**config.mk**
```make
export PLATFORM = sky130hd
export DESIGN_NAME = fir_mac_engine_flat
export DESIGN_NICKNAME = d
export VERILOG_FILES = /design/src/rtl/fir_pkg.sv /design/src/rtl/fir_mac_engine_if.sv /design/src/rtl/fir_delay_line.sv /design/src/rtl/fir_mac_engine.sv /design/src/flat_wrapper.sv
export SDC_FILE = /design/constraint.sdc
export NUM_CORES = 2
export LEC_CHECK = 0
export BUFFER_PORTS_ARGS = -buffer_cell sky130_fd_sc_hd__clkbuf_2
export CORE_ASPECT_RATIO = 1.4
export CORE_MARGIN = 3
export CORE_UTILIZATION = 55
export CTS_BUF_LIST = sky130_fd_sc_hd__clkbuf_8 sky130_fd_sc_hd__clkbuf_16
export DETAILED_ROUTE_END_ITERATION = 8
export GPL_ROUTABILITY_DRIVEN = 0
export PLACE_DENSITY = 0.71
export SYNTH_ARGS = -nofsm -noshare
export SYNTH_HDL_FRONTEND = slang
export SYNTH_SLANG_ARGS = --single-unit
```
**constraint.sdc**
```tcl
create_clock -name clk -period 13.05 [get_ports clk]
set_input_delay 1.9575 -clock clk [delete_from_list [all_inputs] [get_ports clk]]
set_output_delay 1.9575 -clock clk [all_outputs]
set_load 0.03 [all_outputs]
```
**src/rtl/fir_pkg.sv**
```systemverilog
// Shared FIR definitions: MAC engine state encoding and default datapath sizes,
// also consumed by the coefficient-load FSM so address ranges agree.
package fir_pkg;

  typedef enum logic [2:0] {
    ST_IDLE,
    ST_READY,
    ST_MAC,
    ST_LAST,
    ST_OUT
  } fir_mac_state_t;

  localparam int FIR_NTAPS  = 62;
  localparam int FIR_DATA_W = 16;
  localparam int FIR_COEF_W = 16;
  localparam int FIR_ACC_W  = 40;
  localparam int FIR_ADDR_W = 7;

endpackage

```
**src/rtl/fir_mac_engine_if.sv**
```systemverilog
// Sample/coefficient/output handshake bundle of the FIR MAC engine.
// slave = engine side, master = surrounding load FSM, RAM and sink.
interface fir_mac_engine_if import fir_pkg::*; #(
  parameter int DATA_W = FIR_DATA_W,
  parameter int COEF_W = FIR_COEF_W,
  parameter int ADDR_W = FIR_ADDR_W
) ();
  logic                     coef_ready;
  logic                     in_valid;
  logic                     in_ready;
  logic signed [DATA_W-1:0] in_data;
  logic        [ADDR_W-1:0] coef_addr;
  logic signed [COEF_W-1:0] coef_data;
  logic                     out_valid;
  logic                     out_ready;
  logic signed [DATA_W-1:0] out_data;
  logic                     busy;

  modport slave (
    input  coef_ready, in_valid, in_data, coef_data, out_ready,
    output in_ready, coef_addr, out_valid, out_data, busy
  );

  modport master (
    output coef_ready, in_valid, in_data, coef_data, out_ready,
    input  in_ready, coef_addr, out_valid, out_data, busy
  );
endinterface

```
**src/rtl/fir_delay_line.sv**
```systemverilog
// Circular NTAPS-deep sample history. Read offset k returns the sample written
// k acceptances ago, relative to the current write slot.
module fir_delay_line import fir_pkg::*; #(
  parameter int NTAPS  = FIR_NTAPS,
  parameter int DATA_W = FIR_DATA_W,
  localparam int IW    = (NTAPS > 1) ? $clog2(NTAPS) : 1
) (
  input  logic                     clk,
  input  logic                     reset,
  input  logic                     we,
  input  logic                     adv,
  input  logic signed [DATA_W-1:0] wdata,
  input  logic        [IW-1:0]     k,
  output logic signed [DATA_W-1:0] rdata
);
  logic signed [DATA_W-1:0] mem [NTAPS];
  logic [IW-1:0] wp;
  logic [IW-1:0] rd_idx;

  // wp + NTAPS may wrap in IW bits, but the final difference is < NTAPS so
  // modular arithmetic still lands on the right slot.
  always_comb rd_idx = (wp >= k) ? wp - k : wp + IW'(NTAPS) - k;

  assign rdata = mem[rd_idx];

  always_ff @(posedge clk) begin
    if (reset) begin
      wp <= '0;
      for (int i = 0; i < NTAPS; i++) mem[i] <= '0;
    end else begin
      if (we) mem[wp] <= wdata;
      if (adv) wp <= (wp == IW'(NTAPS - 1)) ? '0 : wp + 1'b1;
    end
  end
endmodule

```
**src/rtl/fir_mac_engine.sv**
```systemverilog
// Sequential FIR MAC: one sample in, NTAPS coefficient reads, one rounded and
// saturated sample out over a valid/ready handshake.
module fir_mac_engine import fir_pkg::*; #(
  parameter int NTAPS     = FIR_NTAPS,
  parameter int DATA_W    = FIR_DATA_W,
  parameter int COEF_W    = FIR_COEF_W,
  parameter int ACC_W     = FIR_ACC_W,
  parameter int ADDR_W    = FIR_ADDR_W,
  parameter int OUT_SHIFT = 15
) (
  input logic              clk,
  input logic              reset,
  fir_mac_engine_if.slave  bus
);
  localparam int PROD_W = DATA_W + COEF_W;
  localparam int TAP_W  = (NTAPS > 1) ? $clog2(NTAPS) : 1;
  localparam int RND_SH = (OUT_SHIFT > 0) ? OUT_SHIFT - 1 : 0;
  localparam logic signed [ACC_W-1:0] RND  = (OUT_SHIFT > 0) ? (ACC_W'(1) << RND_SH) : '0;
  localparam logic signed [ACC_W-1:0] MAXV = {{(ACC_W-DATA_W+1){1'b0}}, {(DATA_W-1){1'b1}}};
  localparam logic signed [ACC_W-1:0] MINV = {{(ACC_W-DATA_W+1){1'b1}}, {(DATA_W-1){1'b0}}};

  fir_mac_state_t           state;
  logic        [ADDR_W-1:0] k;
  logic signed [DATA_W-1:0] x_reg, tap_x, sat_out, out_data_q;
  logic signed [PROD_W-1:0] prod;
  logic signed [ACC_W-1:0]  acc, acc_sum, shifted;
  logic                     in_ready_q, out_valid_q, busy_q;
  logic                     accept, last_tap;

  // In READY in_ready is already high, so in_valid alone completes a handshake;
  // it wins over a simultaneous coef_ready drop so an accepted sample is never lost.
  assign accept   = (state == ST_READY) && bus.in_valid;
  assign last_tap = (k == ADDR_W'(NTAPS - 1));

  fir_delay_line #(.NTAPS(NTAPS), .DATA_W(DATA_W)) u_dline (
    .clk   (clk),
    .reset (reset),
    .we    (accept),
    .adv   (state == ST_LAST),
    .wdata (bus.in_data),
    .k     (k[TAP_W-1:0]),
    .rdata (tap_x)
  );

  // x_reg holds the sample read alongside address k, so it pairs with coef_data
  // arriving one cycle later.
  always_comb begin
    prod    = x_reg * bus.coef_data;
    acc_sum = acc + {{(ACC_W-PROD_W){prod[PROD_W-1]}}, prod};
    shifted = (acc_sum + RND) >>> OUT_SHIFT;
    sat_out = shifted[DATA_W-1:0];
    if (shifted > MAXV)      sat_out = MAXV[DATA_W-1:0];
    else if (shifted < MINV) sat_out = MINV[DATA_W-1:0];
  end

  // k doubles as coef_addr; it is cleared when leaving MAC so the address is 0 elsewhere.
  always_ff @(posedge clk) begin
    if (reset) begin
      state       <= ST_IDLE;
      k           <= '0;
      acc         <= '0;
      x_reg       <= '0;
      in_ready_q  <= 1'b0;
      out_valid_q <= 1'b0;
      out_data_q  <= '0;
      busy_q      <= 1'b0;
    end else begin
      case (state)
        ST_IDLE: if (bus.coef_ready) begin
          state      <= ST_READY;
          in_ready_q <= 1'b1;
        end
        ST_READY: if (accept) begin
          state      <= ST_MAC;
          in_ready_q <= 1'b0;
          busy_q     <= 1'b1;
          k          <= '0;
          acc        <= '0;
        end else if (!bus.coef_ready) begin
          state      <= ST_IDLE;
          in_ready_q <= 1'b0;
        end
        ST_MAC: begin
          x_reg <= tap_x;
          if (k != '0) acc <= acc_sum;
          if (last_tap) begin
            k     <= '0;
            state <= ST_LAST;
          end else begin
            k <= k + 1'b1;
          end
        end
        ST_LAST: begin
          acc         <= acc_sum;
          out_data_q  <= sat_out;
          out_valid_q <= 1'b1;
          state       <= ST_OUT;
        end
        ST_OUT: if (bus.out_ready) begin
          out_valid_q <= 1'b0;
          busy_q      <= 1'b0;
          in_ready_q  <= bus.coef_ready;
          state       <= bus.coef_ready ? ST_READY : ST_IDLE;
        end
        default: state <= ST_IDLE;
      endcase
    end
  end

  assign bus.in_ready  = in_ready_q;
  assign bus.out_valid = out_valid_q;
  assign bus.out_data  = out_data_q;
  assign bus.busy      = busy_q;
  assign bus.coef_addr = k;
endmodule

```
**src/flat_wrapper.sv**
```systemverilog
// flat-port wrapper written by rule: the top's interface ports become plain ports
module fir_mac_engine_flat import fir_pkg::*;
#(
  parameter int NTAPS     = FIR_NTAPS,
  parameter int DATA_W    = FIR_DATA_W,
  parameter int COEF_W    = FIR_COEF_W,
  parameter int ACC_W     = FIR_ACC_W,
  parameter int ADDR_W    = FIR_ADDR_W,
  parameter int OUT_SHIFT = 15
)
  (clk, reset, bus_coef_ready, bus_in_valid, bus_in_data, bus_coef_data, bus_out_ready, bus_in_ready, bus_coef_addr, bus_out_valid, bus_out_data, bus_busy);
  fir_mac_engine_if #(.DATA_W(DATA_W), .COEF_W(COEF_W), .ADDR_W(ADDR_W)) bus_i ();
  input logic clk;
  input logic reset;
  input wire logic [$bits(bus_i.coef_ready)-1:0] bus_coef_ready;
  input wire logic [$bits(bus_i.in_valid)-1:0] bus_in_valid;
  input wire logic [$bits(bus_i.in_data)-1:0] bus_in_data;
  input wire logic [$bits(bus_i.coef_data)-1:0] bus_coef_data;
  input wire logic [$bits(bus_i.out_ready)-1:0] bus_out_ready;
  output wire logic [$bits(bus_i.in_ready)-1:0] bus_in_ready;
  output wire logic [$bits(bus_i.coef_addr)-1:0] bus_coef_addr;
  output wire logic [$bits(bus_i.out_valid)-1:0] bus_out_valid;
  output wire logic [$bits(bus_i.out_data)-1:0] bus_out_data;
  output wire logic [$bits(bus_i.busy)-1:0] bus_busy;
  assign bus_i.coef_ready = bus_coef_ready;
  assign bus_i.in_valid = bus_in_valid;
  assign bus_i.in_data = bus_in_data;
  assign bus_i.coef_data = bus_coef_data;
  assign bus_i.out_ready = bus_out_ready;
  assign bus_in_ready = bus_i.in_ready;
  assign bus_coef_addr = bus_i.coef_addr;
  assign bus_out_valid = bus_i.out_valid;
  assign bus_out_data = bus_i.out_data;
  assign bus_busy = bus_i.busy;
  fir_mac_engine #(.NTAPS(NTAPS), .DATA_W(DATA_W), .COEF_W(COEF_W), .ACC_W(ACC_W), .ADDR_W(ADDR_W), .OUT_SHIFT(OUT_SHIFT)) u_core (.clk(clk), .reset(reset), .bus(bus_i));
endmodule
```
== Yosys cells after proc, flatten, opt, wreduce, memory -nomap -nowiden ==
Memories as Yosys holds them, arrays and structs flattened. A register that Yosys moved wholly into a read port is not among the register bits.
Cells that the tools add are included.

* Register bits: 75
* Bits in writable memories: 992
* Output and inout port bits: 26
* Logic and storage cells: 81
* Memories kept: 1

* $add $sub $neg: 7
* Multipliers: 1
* Order comparisons: 3
* Equal/unequal tests: 12
* Muxes and demuxes: 34
* Reduce and logical (&&, ||, !) cells: 15

{| class="wikitable"
|+ Memory list
! name !! depth !! bits a word !! read ports !! clocked after Yosys merged registers in !! write ports !! line !! text
|-
| u_core.u_dline.mem || 62 || 16 || 1 || 1 || 62 || fir_delay_line.sv:16 || <nowiki>logic signed [DATA_W-1:0] mem [NTAPS];</nowiki>
|}

{| class="wikitable"
|+ Operators with widths
! kind !! count
|-
| one-hot mux 40 bit (3 select lines) || 1
|-
| two-way mux 40 bit || 2
|-
| two-way mux 16 bit || 3
|-
| adder 40 x 16 -> 40 bit (second input constant) || 1
|-
| adder 40 bit || 1
|-
| multiplier 16 x 16 -> 32 bit || 1
|-
| greater-than comparator 25 x 16 -> 1 bit (second input constant) || 1
|-
| < comparator 25 x 16 -> 1 bit (second input constant) || 1
|-
| two-way mux 6 bit || 3
|-
| OR reduction 16 bit || 1
|-
| two-way mux 3 bit || 5
|-
| one-hot mux 3 bit (5 select lines) || 1
|-
| two-way mux 7 bit || 2
|-
| one-hot mux 7 bit (2 select lines) || 1
|-
| two-way mux 1 bit || 13
|-
| subtractor 6 bit || 2
|-
| AND reduction 4 bit || 2
|-
| adder 7 x 1 -> 7 bit (second input constant) || 1
|-
| equality test 7 x 6 -> 1 bit (second input constant) || 1
|-
| nonzero test 7 bit || 1
|-
| adder 6 x 1 -> 6 bit (second input constant) || 1
|-
| adder 6 bit (second input constant) || 1
|-
| equality test 3 x 2 -> 1 bit (second input constant) || 2
|-
| equality test 6 bit (second input constant) || 1
|-
| 14 further kinds || 23
|}

== Depth between registers and ports, before layout ==
* Depth in word-level cells: 7
* Gate-level depth with buffers: 44
* Depth with buffers taken out: 41

== By module ==
From an unflattened synthesis, not the netlist that was laid out.

* Cell total of the unflattened synthesis: 5318
* Area, all modules: 64336.7 sq um

{| class="wikitable"
|+ By module, submodules not included
! module !! instances !! cells an instance !! area an instance (sq um)
|-
| fir_delay_line || 1 || 3483 || 48576.6
|-
| fir_mac_engine || 1 || 1835 || 15760.1
|}

== Worst setup path before layout ==
No wires, ideal clock.

* Path kind: input to register
* From: input port bus_coef_data[3]
* To: register u_core.out_data_q[5] (netlist: u_core.bus.out_data[5])
* Setup time: 0.148 ns
* Arrival time: 10.549 ns
* Required time: 12.902 ns
* Path slack: 2.354 ns
* Stages on the path: 36
* Buffers on the path: 2
* Path through: clkbuf_1 -> nand2_1 -> fa_1 -> inv_1 -> fa_1 -> fa_1 -> fa_1 -> fa_1 -> inv_1 -> fa_1 -> inv_1 -> ha_1 -> inv_1 -> o21bai_1 -> a21oi_1 -> o21bai_1 -> a211o_1 -> nand2_1 -> o311ai_0 -> a21o_1 -> xor2_1 -> ha_1 -> and2_1 -> a21o_1 -> a21o_1 -> a21o_1 -> a21oi_1 -> nor2b_1 -> a311oi_1 -> xnor2_1 -> inv_1 -> nor4_2 -> xor2_1 -> o31ai_2 -> buf_4 -> a211oi_1

* Word-level cells in the longest chain between the ends: 6

{| class="wikitable"
|+ RTL lines
! element !! line !! text
|-
| start, declared || flat_wrapper.sv:18 || <nowiki>input wire logic [$bits(bus_i.coef_data)-1:0] bus_coef_data;</nowiki>
|-
| multiplier 16 x 16 -> 32 bit * || fir_mac_engine.sv:48 || <nowiki>prod = x_reg * bus.coef_data;</nowiki>
|-
| adder 40 bit * || fir_mac_engine.sv:49 || <nowiki>acc_sum = acc + {{(ACC_W-PROD_W){prod[PROD_W-1]}}, prod};</nowiki>
|-
| adder 40 x 16 -> 40 bit * || fir_mac_engine.sv:50 || <nowiki>shifted = (acc_sum + RND) >>> OUT_SHIFT;</nowiki>
|-
| < comparator 25 x 16 -> 1 bit || fir_mac_engine.sv:53 || <nowiki>else if (shifted < MINV) sat_out = MINV[DATA_W-1:0];</nowiki>
|-
| two-way mux 16 bit || fir_mac_engine.sv:53 ||
|-
| two-way mux 16 bit * || fir_mac_engine.sv:52 || <nowiki>if (shifted > MAXV) sat_out = MAXV[DATA_W-1:0];</nowiki>
|-
| end signal, assigned || fir_mac_engine.sv:95 || <nowiki>out_data_q <= sat_out;</nowiki>
|-
| end, declared || fir_mac_engine.sv:24 || <nowiki>logic signed [DATA_W-1:0] x_reg, tap_x, sat_out, out_data_q;</nowiki>
|}

Mark *: on every way between the ends. The rest lies on a longest branch, timed or not.
A chain may end at the register's enable or synchronous reset.

== Worst setup path after layout ==
* From: input port bus_coef_data[2]
* To: register u_core.out_data_q[5] (netlist: u_core.bus.out_data[5])

The elaborated chain is that of the path after synthesis.

==> flow_summary.json <==
{
  "post_cts.repair.setup_buffers": 0,
  "avgViaCountPerCell": 6.030,
  "power.density_nw_per_um2": 150.0,
  "hold_violations": 0,
  "cp-end-kind": "flip-flop",
  "ys_ff_latch": 1115,
  "totalWireLength_um": 161800,
  "drtAntennaViolNets": 0,
  "cts.repair.resized": 0,
  "cts_tree": "yes",
  "tns_ns": 0,
  "cts_max_path_buffers": 3,
  "first_iter_violations": 3445,
  "worst-path-buf-inv": 7,
  "numCtsBuffers": 105,
  "timing.final.ws_setup_ns": 1.696,
  "period_share_pct": 87.00,
  "antenna_found_initial": 1,
  "grt_pass1_vias": 40040,
  "regMostFlops": "u_core.u_dline.mem",
  "r2r-end": "u_core.bus.out_data[5]",
  "fill_cells": 8797,
  "multi_input_area_um2": 28280,
  "r2r_slack_ns": 2.41,
  "yosysSeqAreaShare_pct": 51.41,
  "num_rows": 146,
  "finalCriticalPeriod_ns": 11.35,
  "yosysTopAreaCellShare_pct": 48.53,
  "worst_slew_pin_slew_ns": 1.228,
  "num_vias": 38650,
  "clock-sinks": 1115,
  "drc_errors": 0,
  "p_leak_nw": 27.22,
  "slew_headroom_pct": 17.83,
  "area_growth_syn_to_layout_pct": 8.114,
  "yosys.area.top_type": "edfxtp_1",
  "routedWlPerCell_um": 25.24,
  "path_delay_family": "adder cells",
  "status": "finished, final reports clean",
  "cp_max_fo": 16,
  "die_h_um": 407.6,
  "diodes": 0,
  "die_x_um": 292.9,
  "final_nets": 5290,
  "ys_warn_count": 0,
  "r2r-start": "u_core.x_reg[5]",
  "yosysMostFrequentCell": "and2_1",
  "dp_slack_ns": 1.000,
  "total_power_mw": 10.27,
  "clkLatencyLatePin_ns": 0.71,
  "holdCritPathClass": "reg2reg",
  "crit_type": "in2reg",
  "cpPeakStageDelay_ns": 0.87,
  "worstPathRequired_ns": 13.67,
  "fmax_mhz": 88.08,
  "ir_drop_mv": 0.1234,
  "grt_start_max_net_pins": 129,
  "async_flop_share_pct": 0,
  "ios": 63,
  "synthTopCellsByArea": "edfxtp_1 (49%), and2_1 (11%), mux4_2 (9.1%)",
  "synthFlopType": "edfxtp_1",
  "synth_edf_count": 1024,
  "overflow": 0,
  "critical_path_arrival_ns": 11.97,
  "regArea_um2": 32570,
  "hp-start": "u_core.x_reg[7]",
  "htreeDepth": 3,
  "syn_area_um2": 63360,
  "cp-start-kind": "input port",
  "top_regs": "u_core.u_dline.mem x1024, u_core.acc x40",
  "final_util_pct": 60.19,
  "drtPass1Iterations": 5,
  "die-area_um2": 119400,
  "grt_first_pass_wirelength_um": 245000,
  "synthDistinctLibCells": 83,
  "finish.instance_area_um2": 68500,
  "hold_depth": 2,
  "ctsHoldBuffers": 0,
  "hold_ws_ns": 0.4655,
  "setup_violations": 0,
  "slew_viol_final": 0,
  "root_buffer": "clkbuf_16",
  "rsz0062_at_grt": "false",
  "synth_area_per_cell_um2": 12.86,
  "placed_cell_area_um2": 65100,
  "largest_register_ffs": 1024,
  "synth_common_cells": "and2_1 (1121), edfxtp_1 (1024), clkbuf_1 (331)",
  "initial_core_util_pct": 55.67,
  "syn-num-nets": 5369,
  "max_cap_violations": 0,
  "crit_path_top_delay_cell": "fa_1",
  "grt_use_total_pct": 27.35,
  "synthCells": 4925,
  "numPortBuffers": 62,
  "dp_hpwl_um": 103900,
  "dpl.cell_count": 6219,
  "skew_ns": 0.04735,
  "fin_cells": 6409,
  "path_clk_slew_ns": 0.06,
  "reg2regPathDepth": 37,
  "coreArea_um2": 113800,
  "min_to": "u_core.x_reg[7]",
  "drive_above_1_share_pct": 13.86
}
[cell usage in the layout, fill, tap and decap left out, drive strengths merged, types with 16 or more instances in the layout]
cell,netlist,layout
edfxtp,1024,1024
buf,21,105
mux2i,69,69
a211oi,130,130
clkbuf,331,170
a22oi,40,40
nand2,199,199
nor2b,76,76
nor3,24,24
or2,67,67
dfxtp,91,91
a211o,19,19
clkinv,1,38
o21ai,57,57
nand3,28,28
nand4,16,16
inv,331,361
nor2,191,191
xnor2,63,63
a21oi,145,145
and2,1121,1121
fa,265,265
a21o,33,33
xor2,31,31
ha,142,142
mux4,256,256
[final cells by class]
class / count / area share [%]
Clock buffer: 109 / 3.949
Clock inverter: 81 / 1.016
Inverter: 332 / 1.819
Multi-Input combinational cell: 3126 / 41.29
Sequential cell: 1115 / 47.55
Tap cell: 1480 / 2.703
Timing Repair Buffer: 166 / 1.675
[worst reg2reg max path, delay by kind of cell (launching register included)]
kind | cells | cell delay (ns)
flops | 1 | 0.99
xor+xnor | 2 | 0.66
fa+ha+maj | 8 | 3.20
buf+inv | 3 | 0.14
compound gates | 19 | 3.94
simple gates | 5 | 1.66
[metal layers]
metal,routed length (um),track usage [%],part of all wire (%),up-vias
met2,83200,47.53,51,1487
met4,8976,13.96,5.5,0
met3,10260,3.429,6.3,349
met5,0,0,0,-
li1,-,-,-,17060
met1,59360,33.69,37,19750
[where the power goes]
| group | internal [mW] | switching, mW |
|---|---|---|
| Sequential | 4.02 | 0.0665 |
| Combinational | 1.16 | 1.98 |
| Clock | 1.70 | 1.35 |
| Total | 6.88 | 3.40 |
[cells by family (layout without fill, tap and decap cells)]
logic type,Yosys count,after routing,share of synthesized area (%)
muxes,330,330,10.28
AOI/OAI and AO/OA,507,507,5.528
xor gates and xnor gates,95,95,1.347
buffers and inverters,684,688,4.080
and+or+nand+nor,1787,1787,16.18
DFF,1115,1115,51.41
adders and majority gates,407,407,11.18
[worst max-delay path by stage]
stage	from	endpoint	slack [ns]	cells past startpoint
floorplan	bus_coef_data[3]	u_core.bus.out_data[5]	2.35	36
global placement	bus_coef_data[2]	u_core.bus.out_data[5]	1.15	37
detailed placement	bus_coef_data[2]	u_core.bus.out_data[5]	1.00	37
CTS	bus_coef_data[2]	u_core.bus.out_data[5]	1.72	37
global route	bus_coef_data[2]	u_core.bus.out_data[5]	1.05	37
finish	bus_coef_data[2]	u_core.bus.out_data[5]	1.70	37
(Power assumes the default switching activity.)
